===== src/rtl/seq_divider_25x9_if.sv =====
// Handshake and data bundle for the 25/9 restoring divider.
// master = producer/consumer side, slave = divider.
interface seq_divider_25x9_if;
  logic        in_valid;
  logic        in_ready;
  logic [24:0] dividend;
  logic [8:0]  divisor;
  logic        out_valid;
  logic        out_ready;
  logic [15:0] quotient;
  logic [8:0]  remainder;
  logic        div_by_zero;
  logic        overflow;

  modport master (
    output in_valid, dividend, divisor, out_ready,
    input  in_ready, out_valid, quotient, remainder, div_by_zero, overflow
  );

  modport slave (
    input  in_valid, dividend, divisor, out_ready,
    output in_ready, out_valid, quotient, remainder, div_by_zero, overflow
  );
endinterface


===== src/rtl/seq_divider_25x9.sv =====
// Sequential unsigned restoring divider, 25-bit / 9-bit -> 16-bit quotient,
// 9-bit remainder, one quotient bit per clock.
module seq_divider_25x9 (
  input  logic                  clk,
  input  logic                  rst,
  seq_divider_25x9_if.slave     bus
);
  typedef enum logic [1:0] {IDLE, DIVIDE, DONE} state_t;

  state_t      state, state_n;
  logic [15:0] dvd_lo;      // only the low 16 bits are shifted in during DIVIDE
  logic [8:0]  dvs_reg;
  logic [9:0]  r_reg;
  logic [15:0] q_reg;
  logic [3:0]  bit_idx;

  logic        accept, err_dbz, err_ovf;
  logic [9:0]  t, t_sub, r_next;
  logic        q_bit;

  always_ff @(posedge clk) begin
    if (rst) state <= IDLE;
    else     state <= state_n;
  end

  always_comb begin
    state_n = state;
    bus.in_ready  = (state == IDLE);
    bus.out_valid = (state == DONE);
    accept  = bus.in_valid && (state == IDLE);
    err_dbz = (bus.divisor == 9'd0);
    err_ovf = !err_dbz && (bus.dividend[24:16] >= bus.divisor);
    t       = {r_reg[8:0], dvd_lo[bit_idx]};
    t_sub   = t - {1'b0, dvs_reg};
    q_bit   = (t >= {1'b0, dvs_reg});
    r_next  = q_bit ? t_sub : t;
    case (state)
      IDLE:   if (accept) state_n = (err_dbz || err_ovf) ? DONE : DIVIDE;
      DIVIDE: if (bit_idx == 4'd0) state_n = DONE;
      DONE:   if (bus.out_ready) state_n = IDLE;
      default: state_n = IDLE;
    endcase
  end

  // Result fields are loaded only when a result becomes ready, so they hold
  // steady through DONE and afterwards until the next completion.
  always_ff @(posedge clk) begin
    if (rst) begin
      dvd_lo          <= '0;
      dvs_reg         <= '0;
      r_reg           <= '0;
      q_reg           <= '0;
      bit_idx         <= '0;
      bus.quotient    <= '0;
      bus.remainder   <= '0;
      bus.div_by_zero <= 1'b0;
      bus.overflow    <= 1'b0;
    end else begin
      case (state)
        IDLE: if (accept) begin
          dvd_lo  <= bus.dividend[15:0];
          dvs_reg <= bus.divisor;
          if (err_dbz || err_ovf) begin
            bus.quotient    <= 16'hFFFF;
            bus.remainder   <= 9'h000;
            bus.div_by_zero <= err_dbz;
            bus.overflow    <= err_ovf;
          end else begin
            r_reg   <= {1'b0, bus.dividend[24:16]};
            q_reg   <= '0;
            bit_idx <= 4'd15;
          end
        end
        DIVIDE: begin
          r_reg   <= r_next;
          q_reg   <= {q_reg[14:0], q_bit};
          bit_idx <= bit_idx - 4'd1;
          if (bit_idx == 4'd0) begin
            bus.quotient    <= {q_reg[14:0], q_bit};
            bus.remainder   <= r_next[8:0];
            bus.div_by_zero <= 1'b0;
            bus.overflow    <= 1'b0;
          end
        end
        default: ;
      endcase
    end
  end
endmodule


===== src/flat_wrapper.sv =====
// flat-port wrapper written by rule: the top's interface ports become plain ports
module seq_divider_25x9_flat 
  (clk, rst, bus_in_valid, bus_dividend, bus_divisor, bus_out_ready, bus_in_ready, bus_out_valid, bus_quotient, bus_remainder, bus_div_by_zero, bus_overflow);
  seq_divider_25x9_if bus_i ();
  input  logic clk;
  input  logic rst;
  input wire logic [$bits(bus_i.in_valid)-1:0] bus_in_valid;
  input wire logic [$bits(bus_i.dividend)-1:0] bus_dividend;
  input wire logic [$bits(bus_i.divisor)-1:0] bus_divisor;
  input wire logic [$bits(bus_i.out_ready)-1:0] bus_out_ready;
  output wire logic [$bits(bus_i.in_ready)-1:0] bus_in_ready;
  output wire logic [$bits(bus_i.out_valid)-1:0] bus_out_valid;
  output wire logic [$bits(bus_i.quotient)-1:0] bus_quotient;
  output wire logic [$bits(bus_i.remainder)-1:0] bus_remainder;
  output wire logic [$bits(bus_i.div_by_zero)-1:0] bus_div_by_zero;
  output wire logic [$bits(bus_i.overflow)-1:0] bus_overflow;
  assign bus_i.in_valid = bus_in_valid;
  assign bus_i.dividend = bus_dividend;
  assign bus_i.divisor = bus_divisor;
  assign bus_i.out_ready = bus_out_ready;
  assign bus_in_ready = bus_i.in_ready;
  assign bus_out_valid = bus_i.out_valid;
  assign bus_quotient = bus_i.quotient;
  assign bus_remainder = bus_i.remainder;
  assign bus_div_by_zero = bus_i.div_by_zero;
  assign bus_overflow = bus_i.overflow;
  seq_divider_25x9 u_core (.clk(clk), .rst(rst), .bus(bus_i));
endmodule

===== config.mk =====
export PLATFORM = sky130hd
export DESIGN_NAME = seq_divider_25x9_flat
export DESIGN_NICKNAME = d
export VERILOG_FILES = /design/src/rtl/seq_divider_25x9_if.sv /design/src/rtl/seq_divider_25x9.sv /design/src/flat_wrapper.sv
export SDC_FILE = /design/constraint.sdc
export NUM_CORES = 1
export LEC_CHECK = 0
export ABC_CLOCK_PERIOD_IN_PS = 3240
export BUFFER_PORTS_ARGS = -buffer_cell sky130_fd_sc_hd__buf_2
export CORE_MARGIN = 5
export CORE_UTILIZATION = 58
export CTS_BUF_LIST = sky130_fd_sc_hd__clkbuf_4 sky130_fd_sc_hd__clkbuf_8
export DETAILED_ROUTE_END_ITERATION = 8
export GPL_TIMING_DRIVEN = 0
export PLACE_DENSITY = 0.82
export SYNTH_ARGS = -nofsm -noshare
export SYNTH_HDL_FRONTEND = slang
export SYNTH_SLANG_ARGS = --single-unit
export TNS_END_PERCENT = 30

===== constraint.sdc =====
create_clock -name clk -period 3.24 [get_ports clk]
set_clock_uncertainty 0.05 [all_clocks]
set_input_delay 0.324 -clock clk [delete_from_list [all_inputs] [get_ports clk]]
set_output_delay 0.324 -clock clk [all_outputs]
set_load 0.01 [all_outputs]

# [Word-level counts from Yosys, hierarchy flattened]
# Cells that the tools add are included.
# Widths: inputs -> output; s select.
[word_totals] out_inout_bits=29 regBits=82
[op_classes] addsub=2 n_eq_ne=7 magnitude_cmp=3 mux=32 n_reduce_logical=12
[op_table] cell="$mux 9" count=6
[op_table] cell="$mux 16" count=3
[op_table] cell="$pmux 9 s2" count=2
[op_table] cell="$pmux 16 s2" count=1
[op_table] cell="$mux 15" count=2
[op_table] cell="$pmux 15 s2" count=1
[op_table] cell="$ge 10x9->1" count=1
[op_table] cell="$ge 9x9->1" count=1
[op_table] cell="$logic_not 9->1" count=1
[op_table] cell="$sub 9x9->9" count=1
[op_table] cell="$mux 2" count=4
[op_table] cell="$mux 4" count=2
[op_table] cell="$pmux 4 s2" count=1
[op_table] cell="$mux 1" count=6
[op_table] cell="$ne 2x1->1 const B" count=3
[op_table] cell="$pmux 2 s3" count=1
[op_table] cell="$reduce_and 3->1" count=2
[op_table] cell="$lt 4x5->1 const B" count=1
[op_table] cell="$bmux 1 s4" count=1
[op_table] cell="$logic_not 4->1" count=1
[op_table] cell="$ne 2x2->1 const B" count=2
[op_table] cell="$pmux 1 s2" count=2
[op_table] cell="$reduce_and 4->1" count=1
[op_table] cell="$sub 4x1->4 const B" count=1
[op_table] cell="other kinds (8)" count=9

# [Depth between registers and ports, before layout]
# Gate-level depths: netlist of the first run.
[logic_depth] word_depth=7 mapped_depth=13

# [Least setup slack after synthesis of the first run]
# Ideal clock, no wire load.
[synth_timing] kind="register -> register" startpoint="register u_core.bit_idx[0]" endpoint="register u_core.r_reg[5]" slack_ns=0.299 t_required_ns=3.074 setup_ns=0.116 path_buffers=2 path_stages_with_launch=14 t_arrival_ns=2.775 cell_sequence="dfxtp_1 -> buf_2 -> mux4_2 -> mux2i_1 -> mux2_2 -> ha_1 -> fa_1 -> nor2b_1 -> o21bai_1 -> a31oi_4 -> buf_6 -> mux2i_1 -> nand2_1 -> o211a_1"
[synth_between] elab_chain_len=5
[synth_lines] element="from (decl)" line="seq_divider_25x9.sv:15" source="logic [3:0] bit_idx;"
[synth_lines] element="from (signal assigned)" line="seq_divider_25x9.sv:77" source="bit_idx <= bit_idx - 4'd1;"
[synth_lines] element="$bmux 1 s4 (*)" line="seq_divider_25x9.sv:33" source="t = {r_reg[8:0], dvd_lo[bit_idx]};"
[synth_lines] element="$mux 1 (implied by the code) (*)" line="seq_divider_25x9.sv:33"
[synth_lines] element="$sub 9x9->9 or $ge 10x9->1 (tied branches)" line="seq_divider_25x9.sv:34, seq_divider_25x9.sv:35"
[synth_lines] element="$mux 9 (*)" line="seq_divider_25x9.sv:36" source="r_next = q_bit ? t_sub : t;"
[synth_lines] element="$pmux 9 s2 (*)" line="seq_divider_25x9.sv:59" source="case (state)"
[synth_lines] element="to (signal assigned)" line="seq_divider_25x9.sv:69" source="r_reg <= {1'b0, bus.dividend[24:16]};"
[synth_lines] element="to (signal assigned)" line="seq_divider_25x9.sv:75" source="r_reg <= r_next;"
[synth_lines] element="to (decl)" line="seq_divider_25x9.sv:13" source="logic [9:0] r_reg;"
# Mark *: on every way between the ends. The rest lies on a longest branch, timed or not. The select of a mux whose other input is x is not followed.
# A chain may end at the register's enable or synchronous reset.

# [Worst setup path after layout of the first run]
[layout_timing] startpoint="register u_core.bit_idx[0]" endpoint="register u_core.r_reg[0]"
# Same word-level chain as after synthesis.

==> results of run 1 <==
cell usage in the layout, fill, tap and decap left out, types with 14 or more instances in the layout:
cell type,n
a211oi_1,21
a21oi_1,54
buf_2,69
clkbuf_1,22
dfxtp_1,82
ha_1,18
inv_1,24
mux2i_1,14
nand2_1,79
nor2_1,44
o21ai_0,24
worst max-delay path: stages, from the launching register on:
cell and delay [ns]:
dfxtp_1 0.32, buf_6 0.14, mux4_2 0.33, mux2i_1 0.07, mux2_4 0.30, ha_4 0.17
fa_2 0.43, nor2b_4 0.16, o21bai_4 0.08, a31oi_4 0.33, mux2i_1 0.38, nor2_1 0.07
a211oi_1 0.23
worst paths after layout:
| check | startpoint | to | slack [ns] | cells past startpoint |
|---|---|---|---|---|
| setup / recovery | u_core.bit_idx[0] | u_core.r_reg[0] | 0.09 | 12 |
| hold / removal | bus_dividend[6] | u_core.dvd_lo[6] | 0.14 | 3 |
| setup reg to reg | u_core.bit_idx[0] | u_core.r_reg[0] | 0.09 | 12 |
| hold reg to reg | u_core.dvs_reg[5] | u_core.dvs_reg[5] | 0.41 | 2 |
metrics by stage:
step	setup TNS [ns]	setup WS [ns]	instances	total power [µW]	cell area, µm²
after global placement	-0.09930	-0.09930	645	2326	4539
after floorplan	0	0.2988	484	2064	4094
after global routing	0	0.01173	664	3480	4848
final	0	0.09235	664	3314	4848
after detailed placement	-0.1737	-0.1533	645	2370	4539
after CTS	0	0.006260	661	3173	4767
metal layers:
metal | track usage, % | vias up | part of all wire (%)
met5 | 0 | - | 0
met4 | 8.303 | 0 | 1.6
met3 | 4.087 | 18 | 7.0
met2 | 36.61 | 125 | 45
met1 | 32.36 | 1728 | 46
li1 | - | 1856 | -
power by group:
part / leakage, µW / switching, µW / internal [µW] / total (µW)
clock network: 0.0000988 / 398 / 375 / 773
logic: 0.00132 / 757 / 597 / 1350
registers: 0.000671 / 72.3 / 1120 / 1190
total: 0.00209 / 1230 / 2090 / 3310
cell type report:
cell class	count	area share (%)
timing repair buffer	68	7.535
clock buffer	10	2.710
inverter	25	1.935
clock inverter	6	1.523
tap	96	2.477
multi-input combinational	347	46.92
buffer	30	3.045
sequential	82	33.86
cell families after synthesis:
kind of cell | after synthesis | synth area share [%]
and+or+nand+nor | 162 | 17.88
buffers and inverters | 55 | 5.654
xor gates and xnor gates | 4 | 0.8559
muxes | 23 | 6.938
DFF | 82 | 40.10
adders and majority gates | 20 | 6.296
AOI/OAI and AO/OA | 138 | 22.28
repair_timing:
| action | CTS | global route |
|---|---|---|
| hold buffers | 0 | 0 |
| endpoints found under the setup margin | 4 | 12 |
| resized for setup | 6 | 10 |
| buffers inserted | 0 | 2 |
| cloned | 0 | 1 |
| pin swaps | 1 | 2 |
==> results by group, run 1 <==
Setup path
  – CP max FO: 8
  – WP data required: 3.47 ns
  – WS Path Type: reg -> reg
  – Critical Path AT: 3.37 ns
  – CP Capture Type: flop
  – Setup crit start kind: flop

CTS
  – # H-tree levels: 3
  – CTS sink count: between 80 and 90
  – Clock buffer depth: 2
  – Clock transition at the registers of the reported paths: 0.09 ns
  – Worst-skew pair later-pin latency: 0.36 ns
  – CTS Buf Count: 9
  – CTS tree: yes
  – Root Buffer: clkbuf_8

Routing
  – Pre-antenna DRT Iters: 4
  – DR DRC count: 0
  – DRT antenna net count: 0
  – DR iter-0 viols: about 260
  – Detailed Route WL: between 10000 and 15000 µm
  – Vias per cell: between 5 and 6
  – Routed len/inst: 15.21 µm
  – Detailed-route via count: ~3.7k

Final layout
  – FF+latch area: around 1600 µm²
  – Final net count: between 600 and 700
  – Final design utilization: slightly above 70%
  – Share of layout cells above drive strength 1: between 20% and 30%
  – P&R area growth vs syn: 18.43%
  – Antenna cells: 0
  – Filler cells: 572
  – Area of the multi-input gates: between 2000 and 2500 µm²

Timing
  – Worst Tran Pin Value: just over 0.6 ns
  – Hold Vio Cnt, Final: 0
  – Unrepaired setup endpoints after global routing: false
  – Worst slew margin relative to its limit: 59.73%
  – Finish-stage setup viols: 0
  – Tcrit/Tclk final: a little over nine tenths
  – Final min period: around 3.1 ns
  – Final Max Slew Viols: 0
  – Fmax: roughly 320 MHz
  – WHS: 0.1397 ns

Synth
  – Commonest cells post-synth: dfxtp_1 (82), nand2_1 (79), a21oi_1 (54), nor2_1 (44), o21ai_0 (25)
  – Top-area cell type share of the netlist area: between 40 and 50%
  – Main synth FF type: dfxtp_1
  – FF+latch count, synth: approximately 80
  – Ys Warns: 0
  – Number of synthesized flops with an enable pin: 0
  – Synth Instances: about 480
  – Synth area leaders: dfxtp_1 (40%), nand2_1 (7.2%), a21oi_1 (6.6%), ha_1 (5.8%), nor2_1 (4.0%)
  – Mapped Area: between 4000 and 5000 µm²
  – Most area-hungry cell type in the Yosys netlist: dfxtp_1
  – Mean Syn Cell Area: 8.459 µm²
  – Post-synth ARST share: 0%
  – Most common cell in the netlist: dfxtp_1
  – Yosys cell types: 56
  – Syn_nets: 542
  – Seq/Total Area, Yosys: around 40%

Global routing
  – Initial antenna violation count: 0
  – Vias in the first global route: approximately 3.5k
  – Global-route wire length before repair: 16300 µm
  – Largest net degree at the start of global routing: 16
  – Grt ovf: 0
  – GRT Resource Usage Total: 23.38%

Placement
  – RePlAce Congestion: about 0.95
  – Detailed placement HPWL: 7684 µm
  – IO Port Bufs: 65

Pwr
  – Static Leak: roughly 0.0021 µW
  – VDD IR-drop max: ~0.00038 V
  – Power per cell area: just under 700 nW/µm²

Floorplan
  – Die ar.: a little under 9000 µm²
  – # IOs: between 60 and 70
  – Rows: 30
  – Chip height: 94.02 µm
  – Initial Utilization: approximately three fifths
  – Die width: between 90 and 100 µm
  – CORE AREA: 6832 µm²

Job
  – MaxCap Viol Count: 0

Status
  – Status: complete, no violations

Worst hold path
  – Hold/Removal Path Class: in -> reg
(Power assumes the default switching activity.)
==> run 2, diff against run 1 <==
--- a/config.mk
+++ b/config.mk
@@ -5,14 +5,14 @@
 export SDC_FILE = /design/constraint.sdc
 export NUM_CORES = 1
 export LEC_CHECK = 0
-export ABC_CLOCK_PERIOD_IN_PS = 3240
+export ABC_CLOCK_PERIOD_IN_PS = 4100
 export BUFFER_PORTS_ARGS = -buffer_cell sky130_fd_sc_hd__buf_2
 export CORE_MARGIN = 5
-export CORE_UTILIZATION = 58
+export CORE_UTILIZATION = 49
 export CTS_BUF_LIST = sky130_fd_sc_hd__clkbuf_4 sky130_fd_sc_hd__clkbuf_8
 export DETAILED_ROUTE_END_ITERATION = 8
 export GPL_TIMING_DRIVEN = 0
-export PLACE_DENSITY = 0.82
+export PLACE_DENSITY = 0.71
 export SYNTH_ARGS = -nofsm -noshare
 export SYNTH_HDL_FRONTEND = slang
 export SYNTH_SLANG_ARGS = --single-unit
==> constraint.sdc (replaced) <==
create_clock -name clk -period 4.1 [get_ports clk]
set_clock_uncertainty 0.05 [all_clocks]
set_input_delay 0.41 -clock clk [delete_from_list [all_inputs] [get_ports clk]]
set_output_delay 0.41 -clock clk [all_outputs]
set_load 0.01 [all_outputs]
==> results by group, run 2 (synthesis results as in run 1) <==
Global routing
  – Initial antenna violation count: 0 (unchanged)
  – Largest net degree at the start of global routing: 17 (+1)
  – Global-route wire length before repair: 16380 µm (+0.51%)
  – GRT Resource Usage Total: 20.09% (-3.3 points)
  – Grt ovf: 0 (unchanged)
  – Vias in the first global route: 3444 (-0.86%)

Pwr
  – Power per cell area: 532.1 nW/µm² (-22%)
  – Comb power frac: 36.4% (-4.4 points)
  – P_int: 1619 µW (-22%)
  – Sw frac: 36.34% (-0.67 points)
  – Sequential share of power: 36.7% (+0.9 points)
  – VDD IR-drop max: 0.0002578 V (-32%)
  – Static Leak: 0.002074 µW (-0.89%)
  – Net load switching power: 924.5 µW (-25%)
  – Clock share of power: 26.8% (+3.5 points)

Setup path
  – Setup crit start kind: flop
  – CP top delay family: multiplexers
  – Most used cell along the critical path: mux2i_1
  – CP max FO: 10 (+2)
  – CP max-delay cell: fa_1
  – WP data required: 4.30 ns (+0.83 ns)
  – WS Path Type: reg -> reg
  – CP peak stage delay: 0.42 ns (about the same)
  – CP Capture Type: flop
  – Critical Path AT: 3.61 ns (+0.24 ns)
  – FF-to-FF setup slack: 0.69 ns (+0.60 ns)
  – Buf/Inv on CP: 2 (+1)
  – Cell chain of the critical path: buf_2 > mux4_2 > mux2i_1 > mux2_2 > ha_1 > fa_1 > nor2b_1 > o21bai_1 > a31oi_4 > buf_6 > mux2i_1 > nand2_1 > o211a_1

Routing
  – DR DRC count: 0 (unchanged)
  – DRT antenna net count: 0 (unchanged)
  – Routed len/inst: 14.97 µm (-1.6%)
  – Detailed-route via count: 3662 (-1.7%)
  – Pre-antenna DRT Iters: 5 (+1)
  – DR iter-0 viols: 225 (-12%)
  – Vias per cell: 5.466 (-2.6%)
  – Detailed Route WL: 10030 µm (-0.72%)

Placement
  – IO Port Bufs: 65 (unchanged)
  – Placed cell count: 654 (+1.4%)
  – Detailed placement HPWL: 7788 µm (+1.4%)
  – RePlAce Congestion: 0.9597 (+1.4%)

CTS
  – CTS tree: yes
  – Worst-skew pair later-pin latency: 0.35 ns (about the same)
  – CTS Buf Count: 9 (unchanged)
  – # H-tree levels: 3 (unchanged)
  – Setup Buffers After CTS: 0 (unchanged)
  – Clock buffer depth: 2 (unchanged)
  – Number of buffers inserted by hold repair at cts: 0 (unchanged)
  – Clock transition at the registers of the reported paths: 0.09 ns (about the same)
  – Root Buffer: clkbuf_8
  – Post-cts sizing count: 0 (-6)
  – CTS sink count: 82 (unchanged)

Status
  – Status: complete, no violations

Final layout
  – Antenna cells: 0 (unchanged)
  – Final net count: 618 (-0.48%)
  – Most common cell after layout, fill and taps aside: dfxtp_1
  – Share of layout cells above drive strength 1: 19.47% (-1.5 points)
  – Fin cells: 670 (+0.90%)
  – Most frequent cells in the layout: dfxtp_1 (82), nand2_1 (79), buf_2 (70)
  – P&R area growth vs syn: 16.78%

Timing
  – Finish-stage setup viols: 0 (unchanged)
  – Final Max Slew Viols: 0 (unchanged)
  – Setup TNS: 0 ns (unchanged)
  – Unrepaired setup endpoints after global routing: false
  – Final min period: 3.409 ns (+0.2612 ns)
  – Hold Vio Cnt, Final: 0 (unchanged)
  – Worst Tran Pin Value: 0.5560 ns (-0.04813 ns)
  – Fmax: 293.4 MHz (-7.7%)
  – Tcrit/Tclk final: 83.14% (-14 points)
  – Worst slew margin relative to its limit: 62.93% (+3.2 points)

Job
  – MaxCap Viol Count: 0 (unchanged)

Floorplan
  – Chip height: 101.4 µm (+7.9%)
  – Rows: 33 (+10%)
  – Die width: 101.4 µm (+7.9%)
  – Initial Utilization: 50.08% (-9.9 points)
  – Die ar.: 10280 µm² (+16%)
  – CORE AREA: 8175 µm² (+20%)
  – # IOs: 67 (unchanged)

Worst hold path
  – Hold/Removal Path Class: in -> reg
==> run 2: cell types whose count changed in the layout (fill, tap and decap cells not counted), sizes merged <==
cell,change
buf,-2
bufinv,+1
clkbuf,-2
clkinv,+1
clkinvlp,-2
inv,+1
==> run 2: area by class of cell <==
cell class              count  area [µm²]
repair buffers             65       325.3
flip-flops and latches     82        1642
fillers                   773        3395
clock buffers               9       123.9
multi-input cells         347        2221
inverters                  25       93.84
well taps                 105       131.4
plain buffers              30       137.6
clock inverters             7       106.4
==> run 2: per-layer routing <==
| metal | routed length [µm] | global-route usage [%] |
|---|---|---|
| met5 | 0 | 0 |
| met4 | 134 | 6.646 |
| met3 | 583 | 3.168 |
| met2 | 4547 | 31.79 |
| met1 | 4763 | 28.05 |
==> run 2: path summary, 6_finish.rpt <==
| path | depth (start not counted) | to | from |
|---|---|---|---|
| setup / recovery | 13 | u_core.r_reg[5] | u_core.bit_idx[0] |
| hold reg to reg | 2 | u_core.dvd_lo[0] | u_core.dvd_lo[0] |
| setup reg to reg | 13 | u_core.r_reg[5] | u_core.bit_idx[0] |
| hold / removal | 3 | u_core.dvd_lo[14] | bus_dividend[14] |
==> run 2: metrics by stage <==
stage | total power [µW] | setup WS [ns] | util [%] | area, µm² | hold WS [ns]
floorplan | 1631 | 1.159 | - | 4094 | 0.3831
global placement | 1850 | 0.7013 | 55.66 | 4551 | 0.3900
detailed placement | 1869 | 0.7081 | 55.66 | 4551 | 0.3929
CTS | 2547 | 0.6876 | 58.48 | 4781 | 0.2243
global route | 2694 | 0.5457 | 58.48 | 4781 | 0.2402
finish | 2544 | 0.6912 | 58.48 | 4781 | 0.2360
==> run 2: worst reg2reg max path: stages (launching register included) <==
cell and delay (ns):
dfxtp_1 0.30, buf_2 0.18, mux4_2 0.35, mux2i_1 0.06, mux2_2 0.30, ha_1 0.23, fa_1 0.42, nor2b_1 0.19
o21bai_1 0.15, a31oi_4 0.26, buf_6 0.19, mux2i_1 0.36, nand2_1 0.11, o211a_1 0.15
==> run 2: power groups by stage <==
stage	logic [µW]	clock network [µW]	registers (µW)
4_1_cts	922	691	934
3_3_place_gp	901	0	949
2_1_floorplan	674	0	958
6_report	927	682	935
5_1_grt	1020	725	945
3_5_place_dp	916	0	953
==> run 3, diff against run 2 <==
--- a/config.mk
+++ b/config.mk
@@ -5,14 +5,14 @@
 export SDC_FILE = /design/constraint.sdc
 export NUM_CORES = 1
 export LEC_CHECK = 0
-export ABC_CLOCK_PERIOD_IN_PS = 4100
+export ABC_CLOCK_PERIOD_IN_PS = 3100
 export BUFFER_PORTS_ARGS = -buffer_cell sky130_fd_sc_hd__buf_2
 export CORE_MARGIN = 5
 export CORE_UTILIZATION = 49
 export CTS_BUF_LIST = sky130_fd_sc_hd__clkbuf_4 sky130_fd_sc_hd__clkbuf_8
 export DETAILED_ROUTE_END_ITERATION = 8
 export GPL_TIMING_DRIVEN = 0
-export PLACE_DENSITY = 0.71
+export PLACE_DENSITY = 0.74
 export SYNTH_ARGS = -nofsm -noshare
 export SYNTH_HDL_FRONTEND = slang
 export SYNTH_SLANG_ARGS = --single-unit
==> constraint.sdc (replaced) <==
create_clock -name clk -period 3.1 [get_ports clk]
set_clock_uncertainty 0.05 [all_clocks]
set_input_delay 0.31 -clock clk [delete_from_list [all_inputs] [get_ports clk]]
set_output_delay 0.31 -clock clk [all_outputs]
set_load 0.01 [all_outputs]
==> results by group, run 3 (synthesis results as in run 1) <==
Status
  – Status: complete, no violations

Final layout
  – Filler cells: 755 (-2.3%)
  – Most common cell after layout, fill and taps aside: dfxtp_1
  – Final design utilization: 59.86% (+1.4 points)
  – Share of layout cells above drive strength 1: 21.13% (+1.7 points)
  – P&R area growth vs syn: 19.53%
  – FF+latch area: 1645 µm² (+0.23%)
  – Most frequent cells in the layout: dfxtp_1 (81), nand2_1 (79), buf_2 (68)
  – Final net count: 621 (+0.49%)
  – Area of the multi-input gates: 2270 µm² (+2.2%)
  – Antenna cells: 0 (unchanged)

Setup path
  – Setup crit start kind: flop
  – CP Capture Type: flop
  – Critical Path AT: 3.21 ns (-0.40 ns)
  – CP max FO: 9 (-1)
  – CP max-delay cell: fa_2
  – CP top delay family: multiplexers
  – Cell chain of the critical path: clkbuf_4 > mux4_2 > mux2i_1 > mux2_2 > ha_2 > fa_2 > nor2b_4 > o21bai_4 > a31oi_4 > buf_8 > mux2i_4 > nand2_1 > o211a_1
  – WP data required: 3.30 ns (-1.00 ns)
  – WS Path Type: reg -> reg
  – FF-to-FF setup slack: 0.09 ns (-0.60 ns)
  – CP peak stage delay: 0.38 ns (-0.04 ns)
  – Buf/Inv on CP: 2 (unchanged)

Global routing
  – Initial antenna violation count: 0 (unchanged)
  – Global-route wire length before repair: 17460 µm (+6.6%)
  – Vias in the first global route: 3622 (+5.2%)
  – Grt ovf: 0 (unchanged)
  – Largest net degree at the start of global routing: 16 (-1)
  – GRT Resource Usage Total: 21.47% (+1.4 points)

Timing
  – Setup TNS: 0 ns (unchanged)
  – Finish-stage setup viols: 0 (unchanged)
  – Fin worst setup slack: 0.09145 ns (-0.5997 ns)
  – Hold Vio Cnt, Final: 0 (unchanged)
  – Unrepaired setup endpoints after global routing: false
  – Worst Tran Pin Value: 0.5655 ns (+0.009544 ns)
  – Fmax: 332.4 MHz (+13%)
  – WHS: 0.1355 ns (-0.1005 ns)
  – Final min period: 3.009 ns (-0.4003 ns)
  – Worst slew margin relative to its limit: 62.30% (-0.64 points)
  – Tcrit/Tclk final: 97.05% (+14 points)
  – Final Max Slew Viols: 0 (unchanged)

Placement
  – Setup WS pre-CTS: -0.2634 ns (-0.9716 ns)
  – Detailed placement HPWL: 7936 µm (+1.9%)
  – RePlAce Congestion: 0.8727 (-9.1%)
  – IO Port Bufs: 65 (unchanged)

Worst hold path
  – Hold/Removal Path Class: in -> reg

Pwr
  – Power per cell area: 738.8 nW/µm² (+39%)
  – VDD IR-drop max: 0.0003072 V (+19%)
  – Static Leak: 0.002111 µW (+1.8%)

Floorplan
  – Initial Utilization: 50.08% (unchanged)
  – # IOs: 67 (unchanged)
  – CORE AREA: 8175 µm² (unchanged)
  – Die width: 101.4 µm (unchanged)
  – Rows: 33 (unchanged)
  – Chip height: 101.4 µm (unchanged)
  – Die ar.: 10280 µm² (unchanged)

CTS
  – Root Buffer: clkbuf_8
  – CTS Buf Count: 9 (unchanged)
  – Number of buffers inserted by hold repair at cts: 0 (unchanged)
  – CTS sink count: 82 (unchanged)
  – Clock transition at the registers of the reported paths: 0.09 ns (about the same)
  – Worst-skew pair later-pin latency: 0.36 ns (about the same)
  – # H-tree levels: 3 (unchanged)
  – Clock buffer depth: 2 (unchanged)
  – CTS tree: yes

Routing
  – DRT antenna net count: 0 (unchanged)
  – Detailed Route WL: 10740 µm (+7.1%)
  – Pre-antenna DRT Iters: 5 (unchanged)
  – DR iter-0 viols: 135 (-40%)
  – Vias per cell: 5.499 (+0.61%)
  – Detailed-route via count: 3701 (+1.1%)
  – DR DRC count: 0 (unchanged)
  – Routed len/inst: 15.96 µm (+6.6%)

Job
  – MaxCap Viol Count: 0 (unchanged)
[run 3: cell types whose count changed in the layout (fill, tap and decap cells not counted), sizes merged]
cell | previous run | this run
inv | 29 | 28
bufbuf | 0 | 1
clkbuf | 31 | 33
clkinvlp | 0 | 1
buf | 73 | 74
clkinv | 1 | 0
[run 3: stage by stage]
stage          area, µm²  total power [µW]  cells
2_1_floorplan       4094              2157    484
3_3_place_gp        4551              2442    654
3_5_place_dp        4551              2471    654
4_1_cts             4866              3578    672
5_1_grt             4893              3807    673
6_report            4893              3615    673
[run 3: layout make-up]
cell class	count	share of cell area, %
clock inverters	6	1.969
well taps	105	2.685
multi-input cells	347	46.38
clock buffers	10	2.813
inverters	25	1.918
repair buffers	69	7.773
plain buffers	29	2.838
flip-flops and latches	82	33.62
[run 3: per-layer routing]
| layer | up-vias | share of wire [%] | track usage, % |
|---|---|---|---|
| met5 | - | 0 | 0 |
| met4 | 0 | 1.2 | 5.317 |
| met3 | 13 | 5.6 | 4.545 |
| met2 | 89 | 48 | 36.07 |
| met1 | 1745 | 46 | 28.23 |
| li1 | 1854 | - | - |
[run 3: final timing paths]
check,start,endpoint,depth (start not counted)
max,u_core.bit_idx[2],u_core.r_reg[5],13
min,bus_dividend[14],u_core.dvd_lo[14],3
max reg2reg,u_core.bit_idx[2],u_core.r_reg[5],13
min reg2reg,u_core.dvs_reg[2],u_core.dvs_reg[2],2
[run 3: timing repair]
action / CTS / global route
setup endpoints to repair: 19 / 13
gates resized for setup: 10 / 5
cloned: 1 / 0
pin swaps: 1 / 1
setup buffers: 2 / 1
[run 3: report_power, final]
part,leakage (µW),switching [µW],internal [µW]
sequential,0.000672,78.9,1170
clock,0.000115,434,487
combinational,0.00132,779,668
[run 3: worst min-delay path: stages]
cell and delay (ns):
buf_2 0.10, nand2_1 0.04, a21oi_1 0.05
